File: src/rtl/atan2_pkg.sv
`default_nettype none
// +----------------------------------------------------------------------+
// | Package     : atan2_pkg                                              |
// | Description : Shared types for the Atan2 core request scheduler:     |
// |               default operand width, FSM state enum, in-flight tag.  |
// | Revision    : 1.0  initial release                                   |
// +----------------------------------------------------------------------+
package atan2_pkg;

    // Default signed width of x, y and theta
    localparam int c_data_w_default = 18;

    // Tag id is sized for the largest supported requester count (8)
    localparam int c_tag_id_w = 3;

    typedef enum logic [1:0] {
        ST_IDLE  = 2'd0,
        ST_RUN   = 2'd1,
        ST_DRAIN = 2'd2
    } state_t;

    // One slot of the tag pipe that shadows the core latency
    typedef struct packed {
        logic                  valid;
        logic [c_tag_id_w-1:0] id;
    } tag_t;

endpackage
`default_nettype wire

File: src/rtl/atan2_scheduler_rr_arbiter.sv
`default_nettype none
// +----------------------------------------------------------------------+
// | Module      : rr_arbiter                                             |
// | Description : NUM_REQ-wide round-robin arbiter. Search starts one    |
// |               position after the last granted index; the pointer     |
// |               only moves when a grant is issued.                     |
// | Revision    : 1.0  initial release                                   |
// +----------------------------------------------------------------------+
module rr_arbiter #(
    parameter  int NUM_REQ = 4,
    localparam int PTR_W   = $clog2(NUM_REQ)
) (
    input  logic               clk,
    input  logic               reset,        // asynchronous, active-low
    input  logic               en_i,         // grant allowed this cycle
    input  logic [NUM_REQ-1:0] req_i,
    output logic [NUM_REQ-1:0] grant_o,      // one-hot, combinational on req_i
    output logic [PTR_W-1:0]   grant_idx_o
);

    logic [PTR_W-1:0] ptr_q;
    logic             w_found;
    int               w_cand;
    logic [PTR_W-1:0] w_cand_idx;

    // Circular search from ptr_q+1; first requesting index wins
    always_comb begin
        grant_o     = '0;
        grant_idx_o = '0;
        w_found     = 1'b0;
        w_cand      = 0;
        w_cand_idx  = '0;
        for (int off = 1; off <= NUM_REQ; off++) begin
            w_cand = int'(ptr_q) + off;
            if (w_cand >= NUM_REQ) begin
                w_cand = w_cand - NUM_REQ;
            end
            w_cand_idx = PTR_W'(w_cand);
            if (en_i && !w_found && req_i[w_cand_idx]) begin
                w_found             = 1'b1;
                grant_o[w_cand_idx] = 1'b1;
                grant_idx_o         = w_cand_idx;
            end
        end
    end

    // Pointer remembers the last granted index; reset makes index 0 first
    always_ff @(posedge clk or negedge reset) begin
        if (!reset) begin
            ptr_q <= PTR_W'(NUM_REQ - 1);
        end else if (w_found) begin
            ptr_q <= grant_idx_o;
        end
    end

endmodule
`default_nettype wire

File: src/rtl/atan2_scheduler.sv
`default_nettype none
// +----------------------------------------------------------------------+
// | Module      : atan2_scheduler                                        |
// | Description : Shares one fixed-latency Atan2 core between NUM_REQ    |
// |               requesters. Round-robin grant, registered core drive,  |
// |               tag pipe matching core latency, tagged result          |
// |               broadcast, flush/drain control.                        |
// | Option      : ATAN2_SCHEDULER_CHECK_EN enables the sticky            |
// |               core-valid vs tag-valid mismatch checker.              |
// | Revision    : 1.0  initial release                                   |
// +----------------------------------------------------------------------+
module atan2_scheduler
    import atan2_pkg::*;
#(
    parameter  int NUM_REQ      = 4,
    parameter  int CORE_LATENCY = 8,
    parameter  int DATA_W       = c_data_w_default,
    localparam int ID_W         = $clog2(NUM_REQ)
) (
    input  logic                           clk,
    input  logic                           reset,          // asynchronous, active-low
    input  logic                           clk_enable,
    output logic                           ce_out,
    input  logic [NUM_REQ-1:0]             req_valid,
    input  logic [NUM_REQ-1:0][DATA_W-1:0] req_y,          // two's complement per requester
    input  logic [NUM_REQ-1:0][DATA_W-1:0] req_x,
    output logic [NUM_REQ-1:0]             req_ready,
    output logic signed [DATA_W-1:0]       core_y,
    output logic signed [DATA_W-1:0]       core_x,
    output logic                           core_valid_in,
    input  logic signed [DATA_W-1:0]       core_theta,
    input  logic                           core_valid_out,
    output logic                           rsp_valid,
    output logic [ID_W-1:0]                rsp_id,
    output logic signed [DATA_W-1:0]       rsp_theta,
    input  logic                           flush,
    output logic                           flush_done,
    output logic                           err_mismatch
);

    state_t            state_q;
    logic              flush_done_q;

    logic              w_grant_en;
    logic [NUM_REQ-1:0] w_grant;
    logic [ID_W-1:0]   w_accept_idx;
    logic              w_accept;

    logic [DATA_W-1:0] core_x_q;
    logic [DATA_W-1:0] core_y_q;
    logic              core_valid_in_q;

    // tag_in_q sits in the same cycle as core_valid_in; pipe_q then
    // tracks the core's CORE_LATENCY stages so its last slot lines up
    // with core_valid_out.
    tag_t              tag_in_q;
    tag_t              pipe_q [CORE_LATENCY];
    tag_t              w_head;
    logic              w_pipe_busy;
    logic              w_rsp_fire;

    logic              rsp_valid_q;
    logic [ID_W-1:0]   rsp_id_q;
    logic [DATA_W-1:0] rsp_theta_q;

    // Grants stop in reset, in DRAIN, on stall and as soon as flush is seen
    assign w_grant_en = reset & clk_enable & ~flush & (state_q != ST_DRAIN);
    assign w_accept   = |w_grant;
    assign w_head     = pipe_q[CORE_LATENCY-1];

    rr_arbiter #(
        .NUM_REQ     (NUM_REQ)
    ) u_rr_arbiter (
        .clk         (clk),
        .reset       (reset),
        .en_i        (w_grant_en),
        .req_i       (req_valid),
        .grant_o     (w_grant),
        .grant_idx_o (w_accept_idx)
    );

    // Pipe is empty when no tag is anywhere between core input and output
    always_comb begin
        w_pipe_busy = tag_in_q.valid;
        for (int i = 0; i < CORE_LATENCY; i++) begin
            w_pipe_busy = w_pipe_busy | pipe_q[i].valid;
        end
    end

`ifdef ATAN2_SCHEDULER_CHECK_EN
    logic err_q;

    assign w_rsp_fire = w_head.valid & core_valid_out;

    // Sticky flag: core output valid must always agree with the tag head
    always_ff @(posedge clk or negedge reset) begin
        if (!reset) begin
            err_q <= 1'b0;
        end else if (clk_enable && (core_valid_out != w_head.valid)) begin
            err_q <= 1'b1;
        end
    end

    assign err_mismatch = err_q;
`else
    assign w_rsp_fire   = w_head.valid;
    assign err_mismatch = 1'b0;
`endif

    // Upper id bits are unused for small NUM_REQ; core_valid_out is unused without the checker
    logic w_unused_sink;
    assign w_unused_sink = ^{w_head.id, core_valid_out};

    // Control FSM: IDLE/RUN grant, DRAIN waits for the tag pipe to empty
    always_ff @(posedge clk or negedge reset) begin
        if (!reset) begin
            state_q      <= ST_IDLE;
            flush_done_q <= 1'b0;
        end else if (clk_enable) begin
            flush_done_q <= 1'b0;
            case (state_q)
                ST_IDLE: begin
                    if (flush) begin
                        state_q <= ST_DRAIN;
                    end else if (|req_valid) begin
                        state_q <= ST_RUN;
                    end
                end
                ST_RUN: begin
                    if (flush) begin
                        state_q <= ST_DRAIN;
                    end else if (!(|req_valid) && !w_pipe_busy) begin
                        state_q <= ST_IDLE;
                    end
                end
                ST_DRAIN: begin
                    if (!w_pipe_busy) begin
                        state_q      <= ST_IDLE;
                        flush_done_q <= 1'b1;
                    end
                end
                default: begin
                    state_q <= ST_IDLE;
                end
            endcase
        end
    end

    // Core drive, tag pipe and response register all freeze on stall
    always_ff @(posedge clk or negedge reset) begin
        if (!reset) begin
            core_x_q        <= '0;
            core_y_q        <= '0;
            core_valid_in_q <= 1'b0;
            tag_in_q        <= '0;
            for (int i = 0; i < CORE_LATENCY; i++) begin
                pipe_q[i] <= '0;
            end
            rsp_valid_q     <= 1'b0;
            rsp_id_q        <= '0;
            rsp_theta_q     <= '0;
        end else if (clk_enable) begin
            core_valid_in_q <= w_accept;
            if (w_accept) begin
                core_x_q <= req_x[w_accept_idx];
                core_y_q <= req_y[w_accept_idx];
            end
            tag_in_q.valid <= w_accept;
            tag_in_q.id    <= c_tag_id_w'(w_accept_idx);
            for (int i = CORE_LATENCY - 1; i > 0; i--) begin
                pipe_q[i] <= pipe_q[i-1];
            end
            pipe_q[0]   <= tag_in_q;
            rsp_valid_q <= w_rsp_fire;
            if (w_rsp_fire) begin
                rsp_id_q    <= w_head.id[ID_W-1:0];
                rsp_theta_q <= core_theta;
            end
        end
    end

    assign ce_out        = clk_enable;
    assign req_ready     = w_grant;
    assign core_x        = core_x_q;
    assign core_y        = core_y_q;
    assign core_valid_in = core_valid_in_q;
    assign rsp_valid     = rsp_valid_q;
    assign rsp_id        = rsp_id_q;
    assign rsp_theta     = rsp_theta_q;
    assign flush_done    = flush_done_q;

endmodule
`default_nettype wire

File: config.mk
export PLATFORM = sky130hd
export DESIGN_NAME = atan2_scheduler
export DESIGN_NICKNAME = d
export VERILOG_FILES = /design/src/rtl/atan2_pkg.sv /design/src/rtl/atan2_scheduler_rr_arbiter.sv /design/src/rtl/atan2_scheduler.sv
export SDC_FILE = /design/constraint.sdc
export NUM_CORES = 1
export LEC_CHECK = 0
export ABC_AREA = 1
export ABC_CLOCK_PERIOD_IN_PS = 4700
export CORE_UTILIZATION = 40
export CTS_CLUSTER_DIAMETER = 50
export DETAILED_ROUTE_END_ITERATION = 10
export HOLD_SLACK_MARGIN = 0.15
export PLACE_DENSITY = 0.75
export SYNTH_ARGS = -nofsm -noshare
export SYNTH_HDL_FRONTEND = slang
export SYNTH_SLANG_ARGS = --single-unit
File: constraint.sdc
create_clock -name clk -period 4.7 [get_ports clk]
set_input_delay 0.705 -clock clk [delete_from_list [all_inputs] [get_ports clk]]
set_output_delay 0.705 -clock clk [all_outputs]
set_load 0.02 [all_outputs]
==> out/metrics.yaml <==
status: "completed"
grt_pass1_vias: 5721
max_slew_margin_pct: 41.11
clk_latency_ns: 0.34
drt_iter0_drc: 388
via_per_inst: 4.925
start_util_pct: 40.98
synth_xor_area_share_pct: 0
postCtsSetupRepairBufs: 0
cts_root_buf: "clkbuf_16"
h-tree-depth: 3
drive_above_1_share_pct: 6.605
track_usage_pct: 23.46
hold_viol: 0
maxCapViolCount: 0
fin_nets: 1249
cts_buffers: 9
yosysSeqAreaShare_pct: 37.44
critPathLaunchType: "register"
die_area_um2: 15380
layout_common_cells: "nand3_1 (258), clkdlybuf4s50_1 (232), nand2_1 (216), inv_1 (159), dfrtp_1 (87)"
synth_fp_nets: 1052
antenna_found_initial: 2
clock_path_buffers: 2
yosys.area_share.simple_pct: 39.81
end_kind: "output pin"
final_common_cell: "nand3_1"
cts.sinks: 89
cts_tree: "built"
synth_top_area_cell: "dfrtp_1"
vias: 6205
p_clk_share_pct: 16.4
place_area_um2: 8302
synth_area_um2: 5956
worstSetupPathType: "reg2out"
area_growth_syn_to_layout_pct: 44.52
path_max_fanout: 8
hold_class: "in2async"
crit_arrival_ns: 3.16
io_buffers: 233
p_int_w: 0.002518
synth_area_leaders: "dfrtp_1 (37%), nand3_1 (22%), nand2_1 (14%)"
synth_compound_area_share_pct: 2.101
synthCells: 873
clkTransAtPathRegs_ns: 0.07
avgSynthCellArea_um2: 6.822
worst_pin_slew_ns: 0.8812
p_leak_nw: 4.510
synthMuxAreaShare_pct: 3.403
p_seq_share_pct: 29.1
required_ns: 3.99
synth-seq-cells: 89
min_period_ns: 3.864
rows: 44
drc_errors: 0
gp_congestion: 0.8039
drt_pass1_iterations: 4
post_drt_wl_per_cell_um: 13.93
grt_pass1_wl_um: 27940
rsz0062_at_grt: "no"
drv_slew: 0
die_h_um: 124.0
dieWidth_um: 124.0
ys_types: 35
synth_top_family_by_area: "simple AND/OR/NAND/NOR gates"
fmax_mhz: 258.8
synth_adder_area_share_pct: 1.681
finalSetupViolCount: 0
hpwl_um: 12170
boundaryPins: 236
drt_wl_total_um: 17550
synth_top_area_share_pct: 36.55
grt-ovfl-total: 0
fin_worst_skew_ns: 0.006457
post_cts_resized: 0
power.switching_w: 0.001862
ir_worst_vdd_mv: 0.2848
yosysWarnings: 0
fin_ws_ns: 0.8356
grt_max_degree: 74
antenna_left: 0
final_area_um2: 8607
place_ws_ns: 1.111
core_area_um2: 14530
hold_slack_ns: 0.2970
p_comb_share_pct: 54.4
fin_crit_sh_pct: 82.22
hold_buffers: 0
p_per_area_nw_per_um2: 509.0
switching_share_pct: 42.51
fin_tns_setup_ns: 0
[power groups by stage]
stage / combinational (W) / clock [W] / sequential, W
2_1_floorplan: 0.00123 / 0 / 0.00154
3_3_place_gp: 0.00236 / 0 / 0.00127
3_5_place_dp: 0.00240 / 0 / 0.00128
4_1_cts: 0.00240 / 0.000744 / 0.00128
5_1_grt: 0.00262 / 0.000778 / 0.00132
6_report: 0.00238 / 0.000721 / 0.00128
[synth_stat cells]
library cell / n
nand3_1: 258
nand2_1: 219
inv_1: 159
dfrtp_1: 87
buf_2: 25
mux2_2: 18
clkbuf_1: 17
nor2_1: 17
o21ai_0: 14
buf_4: 11
ha_1: 8
nand2_2: 5
nand3_2: 5
buf_6: 3
a21oi_1: 2
dfstp_2: 2
inv_2: 2
nand4_2: 2
nor2_4: 2
nor3_1: 2
buf_1: 1
clkinv_1: 1
conb_1: 1
inv_4: 1
nand3b_1: 1
nand4_1: 1
nand4_4: 1
nor2_2: 1
nor3b_1: 1
nor4_1: 1
o2111ai_1: 1
o211ai_1: 1
o21ai_1: 1
o21ai_4: 1
o31ai_1: 1
[final cells by class]
type	count	area [um^2]
Inverter	163	614.3
Tap cell	184	230.2
Fill cell	1368	5927
Antenna cell	1	2.502
Timing Repair Buffer	243	2405
Clock buffer	13	280.3
Clock inverter	3	22.52
Multi-Input combinational cell	564	2823
Sequential cell	89	2230
[metal layers]
layer | global-route usage [%] | up-vias | part of all wire, %
li1 | - | 3124 | -
met1 | 28.24 | 2867 | 42
met2 | 39.24 | 190 | 48
met3 | 7.738 | 24 | 8.5
met4 | 7.813 | 0 | 2.1
met5 | 0 | - | 0
[worst paths after layout]
path	slack (ns)	from	cells after the start	endpoint
setup / recovery	0.84	u_rr_arbiter.ptr_q[1]	10	req_ready[1]
hold / removal	0.30	reset	1	state_q[1]
setup reg to reg	1.17	u_rr_arbiter.ptr_q[1]	15	core_y[16]
hold reg to reg	0.47	pipe_q[16]	2	pipe_q[16]
max in group asynchronous	3.30	reset	2	core_x[1]
min in group clk	0.47	pipe_q[16]	2	pipe_q[16]
[sequential cells by signal (all words and copies together), names as in the netlist]
| name | flops |
|---|---|
| state_q | 2 |
| rsp_theta | 18 |
| flush_done | 1 |
| core_y | 18 |
| pipe_q | 23 |
| rsp_id | 2 |
| tag_in_q | 3 |
| u_rr_arbiter.ptr_q | 2 |
| w_rsp_fire | 1 |
| core_x | 18 |
| rsp_valid | 1 |
[worst max-delay path: stages, from the launching register on]
cell             delay (ns)
dfstp_2                0.61
inv_1                  0.18
ha_1                   0.40
inv_1                  0.12
nand3_2                0.11
nand2_2                0.16
nand4_2                0.25
nor2_1                 0.17
nor2_1                 0.06
nand2_1                0.12
clkdlybuf4s50_1        0.64
[per-stage QoR]
stage / util, % / instances / total power (W)
6_report: 59.22 / 1260 / 0.004381
5_1_grt: 59.22 / 1260 / 0.004722
4_1_cts: 59.20 / 1259 / 0.004425
3_5_place_dp: 57.12 / 1243 / 0.003680
3_3_place_gp: 57.12 / 1243 / 0.003638
2_1_floorplan: - / 873 / 0.002774
[cells by family after synthesis]
| group | Yosys count |
|---|---|
| mux | 18 |
| compound gates | 21 |
| other cells | 1 |
| simple gates | 516 |
| fa+ha+maj | 8 |
| buf+inv | 220 |
| flops | 89 |
(Power assumes the default switching activity.)
